==> config.mk <==
export PLATFORM = sky130hd
export DESIGN_NAME = prng256_out_buf
export DESIGN_NICKNAME = d
export VERILOG_FILES = /design/src/rtl/prng256_pkg.sv /design/src/rtl/prng_rep_test.sv /design/src/rtl/prng256_out_buf.sv
export SDC_FILE = /design/constraint.sdc
export NUM_CORES = 2
export LEC_CHECK = 0
export ABC_CLOCK_PERIOD_IN_PS = 16000
export CAP_MARGIN = 30
export CORE_UTILIZATION = 51
export DETAILED_ROUTE_END_ITERATION = 16
export PLACE_DENSITY = 0.72
export SYNTH_ARGS = -nofsm -noshare
export SYNTH_HDL_FRONTEND = slang
export SYNTH_HIERARCHICAL = 1
export SYNTH_SLANG_ARGS = --single-unit
==> constraint.sdc <==
create_clock -name clk -period 16 [get_ports clk]
set_input_delay 4.8 -clock clk [delete_from_list [all_inputs] [get_ports clk]]
set_output_delay 4.8 -clock clk [all_outputs]
set_load 0.005 [all_outputs]
==> src/rtl/prng256_pkg.sv <==
// Shared constants and types for the 256-bit PRNG output buffer.
// Latency: n/a (declarations only).
// Backpressure: n/a.
package prng256_pkg;

    localparam int HALF_W        = 128;
    localparam int WORD_W        = 256;
    localparam int DEPTH_DEF     = 4;
    localparam int REP_LIMIT_DEF = 3;

    // Health-test state: RUN samples normally, FAIL is sticky until reset.
    typedef enum logic {
        RUN  = 1'b0,
        FAIL = 1'b1
    } health_state_t;

endpackage

==> src/rtl/prng_rep_test.sv <==
// Repetition-count health test over consecutive 256-bit samples.
// Latency: trip is combinational on the sampling edge; fail registers one cycle later.
// Backpressure: none; every en=1 cycle in RUN is evaluated, FAIL ignores all input.
// Ports: clk/rst (async active-low), sample + en in, trip (this sample trips), fail (sticky).
module prng_rep_test
    import prng256_pkg::*;
#(
    parameter int REP_LIMIT = REP_LIMIT_DEF
) (
    input  logic              clk,
    input  logic              rst,
    input  logic [WORD_W-1:0] sample,
    input  logic              en,
    output logic              trip,
    output logic              fail
);

    localparam int CNT_W = $clog2(REP_LIMIT + 1);

    health_state_t     state;
    logic [WORD_W-1:0] prev;
    logic              prev_vld;
    logic [CNT_W-1:0]  rep_cnt;
    logic              same;
    logic [CNT_W-1:0]  cnt_inc;

    // prev_vld gates the compare so the first sample after reset never matches.
    assign same    = prev_vld && (sample == prev);
    assign cnt_inc = rep_cnt + 1'b1;
    assign trip    = en && (state == RUN) && same && (cnt_inc == CNT_W'(REP_LIMIT));

    always_ff @(posedge clk or negedge rst) begin
        if (!rst) begin
            state    <= RUN;
            fail     <= 1'b0;
            prev     <= '0;
            prev_vld <= 1'b0;
            rep_cnt  <= '0;
        end else if (en && (state == RUN)) begin
            prev     <= sample;
            prev_vld <= 1'b1;
            rep_cnt  <= same ? cnt_inc : CNT_W'(1);
            if (trip) begin
                state <= FAIL;
                fail  <= 1'b1;
            end
        end
    end

endmodule

==> src/rtl/prng256_out_buf.sv <==
// Buffers {rand_b, rand_a} samples in a first-word-fall-through FIFO behind a repetition health test.
// Latency: a push into an empty FIFO is visible on rd_data/rd_valid right after the pushing edge.
// Backpressure: rd_ready stalls the head; samples arriving when full (and no pop) are dropped and counted.
// Ports: clk/rst (async active-low), en/rand_a/rand_b sample input, rd_valid/rd_ready/rd_data read side,
//        fill_level occupancy, drop_cnt saturating drop counter, health_fail sticky health alarm.
module prng256_out_buf
    import prng256_pkg::*;
#(
    parameter int DEPTH     = DEPTH_DEF,
    parameter int REP_LIMIT = REP_LIMIT_DEF
) (
    input  logic                     clk,
    input  logic                     rst,
    input  logic                     en,
    input  logic [HALF_W-1:0]        rand_a,
    input  logic [HALF_W-1:0]        rand_b,
    input  logic                     rd_ready,
    output logic                     rd_valid,
    output logic [WORD_W-1:0]        rd_data,
    output logic [$clog2(DEPTH):0]   fill_level,
    output logic [15:0]              drop_cnt,
    output logic                     health_fail
);

    localparam int PTR_W  = $clog2(DEPTH);
    localparam int FILL_W = PTR_W + 1;

    logic [WORD_W-1:0] mem [DEPTH];
    logic [PTR_W-1:0]  wr_ptr;
    logic [PTR_W-1:0]  rd_ptr;
    logic [PTR_W-1:0]  rd_ptr_nxt;
    logic [WORD_W-1:0] sample;
    logic              trip;
    logic              full;
    logic              accept;
    logic              push;
    logic              pop;
    logic              drop;

    prng_rep_test #(
        .REP_LIMIT (REP_LIMIT)
    ) u_rep_test (
        .clk    (clk),
        .rst    (rst),
        .sample (sample),
        .en     (en),
        .trip   (trip),
        .fail   (health_fail)
    );

    assign sample     = {rand_b, rand_a};
    assign rd_valid   = (fill_level != '0);
    assign full       = (fill_level == FILL_W'(DEPTH));
    assign pop        = rd_valid && rd_ready;
    // A tripping sample is neither stored nor counted as a drop.
    assign accept     = en && !health_fail && !trip;
    assign push       = accept && (!full || pop);
    assign drop       = accept && full && !pop;
    assign rd_ptr_nxt = rd_ptr + 1'b1;

    // Storage needs no reset: rd_data comes from its own reset head register.
    always_ff @(posedge clk) begin
        if (push) begin
            mem[wr_ptr] <= sample;
        end
    end

    always_ff @(posedge clk or negedge rst) begin
        if (!rst) begin
            wr_ptr     <= '0;
            rd_ptr     <= '0;
            fill_level <= '0;
            drop_cnt   <= '0;
            rd_data    <= '0;
        end else begin
            if (push) begin
                wr_ptr <= wr_ptr + 1'b1;
            end
            if (pop) begin
                rd_ptr <= rd_ptr_nxt;
            end
            case ({push, pop})
                2'b10:   fill_level <= fill_level + 1'b1;
                2'b01:   fill_level <= fill_level - 1'b1;
                default: fill_level <= fill_level;
            endcase
            if (drop && (drop_cnt != 16'hFFFF)) begin
                drop_cnt <= drop_cnt + 1'b1;
            end
            // Head register: the next entry is already in mem when more than one is held;
            // otherwise the incoming sample becomes the head. Empty with no push holds last value.
            if (pop) begin
                if (fill_level > FILL_W'(1)) begin
                    rd_data <= mem[rd_ptr_nxt];
                end else if (push) begin
                    rd_data <= sample;
                end
            end else if (push && (fill_level == '0)) begin
                rd_data <= sample;
            end
        end
    end

endmodule

==> impl_metrics.env <==
export IMPL_status="complete, no violations"
export IMPL_grt_pass1_vias=35430
export IMPL_crit_end="rd_data[202]"
export IMPL_yosysTopAreaCell="edfxtp_1"
export IMPL_netlist_area_sq_um=62040
export IMPL_final_antenna_net_count=0
export IMPL_setup_viol=0
export IMPL_clockBufferDepth=3
export IMPL_path_clk_slew_ps=60
export IMPL_ys_flop_type="edfxtp_1"
export IMPL_finalMaxSlewViolations=0
export IMPL_grt_max_degree=207
export IMPL_finalCritPeriodShare=0.5851
export IMPL_cts_repair_resized=0
export IMPL_vias=36220
export IMPL_final_cell_mix="1024 x edfxtp_1, 695 x nand2_1, 537 x dfrtp_1, 535 x clkdlybuf4s50_1, 258 x a221o_1"
export IMPL_yosysTopAreaCellShare=0.4957
export IMPL_r2r_setup_slack_ps=11060
export IMPL_drt_iter0_drc=3820
export IMPL_cts_root_buf="clkbuf_16"
export IMPL_cts_htree_levels=4
export IMPL_hold_class="reg2reg"
export IMPL_hp_start="u_rep_test/prev_vld"
export IMPL_rsz0062_at_grt="false"
export IMPL_path_max_fanout=128
export IMPL_peakVddDrop_uv=173.4
export IMPL_avgSynthCellArea_sq_um=16.30
export IMPL_drc=0
export IMPL_crit_family="buffers and inverters"
export IMPL_drive_gt1_frac=0.1266
export IMPL_clk_latency_ps=770
export IMPL_r2r_end="rd_data[202]"
export IMPL_cts_made_buffers=157
export IMPL_fin_skew_ps=27.03
export IMPL_ctsHoldBuffers=0
export IMPL_syn_nets=4076
export IMPL_firstDrtPassIters=6
export IMPL_max_stage_delay_ps=820
export IMPL_path_buf_inv=4
export IMPL_path_depth=13
export IMPL_post_cts_repair_setup_buffers=0
export IMPL_fin_crit_ps=9361
export IMPL_powerDensity_nw_per_um2=173.1
export IMPL_syn2layout_area_growth_pct=19.52
export IMPL_crit_chain="clkdlybuf4s50_1, xnor2_1, nand4_1, nor4_1, nand3_1, nor4_4, and4_1, nor3b_2, buf_6, o21ai_4, buf_12, buf_4, a221o_1"
export IMPL_fp_dieArea_sq_um=123000
export IMPL_rows=127
export IMPL_via_per_inst=5.920
export IMPL_cp_startpoint="rand_b[86]"
export IMPL_port_buffers=536
export IMPL_initial_core_util=0.5157
export IMPL_synth_enable_flop_cells=1024
export IMPL_grt_usage=0.2752
export IMPL_r2r_start="u_rep_test/prev[214]"
export IMPL_die_h_um=350.8
export IMPL_cts_tree="yes"
export IMPL_mostFrequentLayoutCell="edfxtp_1"
export IMPL_worst_slew_margin_rel=0.1948
export IMPL_reg2reg_depth=12
export IMPL_overflow=0
export IMPL_post_drt_wl_per_cell_um=27.52
export IMPL_nFillCells=8766
export IMPL_cp_end_kind="flip-flop"
export IMPL_hpwlAfterDp_mm=111.2
export IMPL_totalWireLength_mm=168.4
export IMPL_holdWs_ps=479.3
export IMPL_tightestPinTransition_ps=1208
export IMPL_die_w_um=350.8
export IMPL_ys_types=69
export IMPL_clock_sinks=1563
export IMPL_grt_pass1_wl_mm=244.7
export IMPL_crit_path_top_delay_cell="buf_4"
export IMPL_worstPathRequired_ps=16690
export IMPL_syn_inst=3807
export IMPL_nets=4637
export IMPL_ys_top_cells_by_area="edfxtp_1 50%, dfrtp_1 22%, mux4_2 9.3%"
export IMPL_place_congestion=0.9788
export IMPL_worstPathArrival_ps=10050
export IMPL_fmax_mhz=106.8
export IMPL_cap_violations=0
export IMPL_tns_ps=0
export IMPL_hold_violations=0
export IMPL_yosysSeqAreaShare=0.7131
export IMPL_ios=537
export IMPL_start_kind="input pin"
export IMPL_yosysWarnings=6
export IMPL_coreArea_sq_um=120300
export IMPL_async_flop_share=0.3448
export IMPL_synth_seq_cells=1563
export IMPL_leakage_nw=27.48
export IMPL_critical_path_class="in2reg"
export IMPL_grt_antenna_before_repair=11
-- how the worst min path moves through the flow --
stage                                endpoint  slack (ps)  depth (start not counted)
after floorplan           u_rep_test/prev_vld         430                          1
after global routing      u_rep_test/prev_vld         500                          1
after global placement    u_rep_test/prev_vld         460                          1
after CTS                 u_rep_test/prev_vld         470                          1
final                     u_rep_test/prev_vld         480                          1
after detailed placement  u_rep_test/prev_vld         460                          1
-- report_power, final --
group / total (mW) / internal [mW] / switching (mW)
Sequential: 5.75 / 5.30 / 0.448
Clock: 3.51 / 1.98 / 1.54
Combinational: 3.58 / 1.89 / 1.69
Total: 12.8 / 9.16 / 3.68
-- final cells by class --
type | instances | area, sq um | area share
sequential | 1563 | 44240 | 0.5967
multi-input combinational | 1992 | 16650 | 0.2245
timing repair buffer | 606 | 6140 | 0.08281
clock buffer | 235 | 4427 | 0.05970
tap | 1612 | 2017 | 0.02720
clock inverter | 60 | 483.0 | 0.006514
inverter | 48 | 180.2 | 0.002430
antenna | 3 | 7.507 | 0.0001013
-- flip-flops by register name, indices dropped and copies added (netlist names) --
register,flops
u_rep_test/prev,256
u_rep_test/fail,1
fill_level,3
wr_ptr,2
u_rep_test/rep_cnt,2
mem,1024
rd_ptr,2
u_rep_test/prev_vld,1
drop_cnt,16
rd_data,256
-- worst register-to-register path: cells and delay by family (launching register included) --
| family | cells | cell delay [ps] |
|---|---|---|
| AND/OR/NAND/NOR | 6 | 2030 |
| buffers and inverters | 3 | 1470 |
| flip-flops | 1 | 390 |
| XOR/XNOR | 1 | 430 |
| AO/OA/AOI/OAI | 2 | 530 |
-- synth_stat cells, types with 13 or more instances --
library cell and count:
a2111o_1 14, a221o_1 258, and2_1 252, buf_2 37
buf_6 27, clkbuf_1 132, dfrtp_1 539, edfxtp_1 1024
inv_1 46, mux4_2 256, nand2_1 695, nand2b_1 32
nand4_1 40, nor2b_1 52, nor4_1 31, o21ai_0 42
o22ai_1 13, xnor2_1 118, xor2_1 79
-- kinds of logic after synthesis --
group                      after synthesis  share of synthesized area
buffers and inverters                  252                    0.01938
DFF                                   1563                     0.7131
muxes                                  259                    0.09346
and+or+nand+nor                       1161                    0.09046
AOI/OAI and AO/OA                      366                    0.05399
xor gates and xnor gates               197                    0.02781
adders and majority gates                9                   0.001815
-- per-stage QoR --
step                power [mW]    util  setup slack [ps]  cells  area [sq um]
floorplan                7.913       -              3221   3807         62040
global placement         9.333  0.5738              5488   5813         69020
detailed placement       9.413  0.5745              5506   5816         69110
CTS                      12.94  0.6153              6311   6111         74020
global route             13.36  0.6164              6566   6118         74140
finish                   12.84  0.6164              6639   6119         74140
-- routing by layer --
metal / global-route usage / vias up / wire length, um
li1: - / 15540 / -
met1: 0.3825 / 18710 / 67790
met2: 0.4408 / 1677 / 81600
met3: 0.05013 / 279 / 13510
met4: 0.09393 / 16 / 5426
met5: 0 / - / 88
No activity file was read; power rests on OpenSTA's default activity.
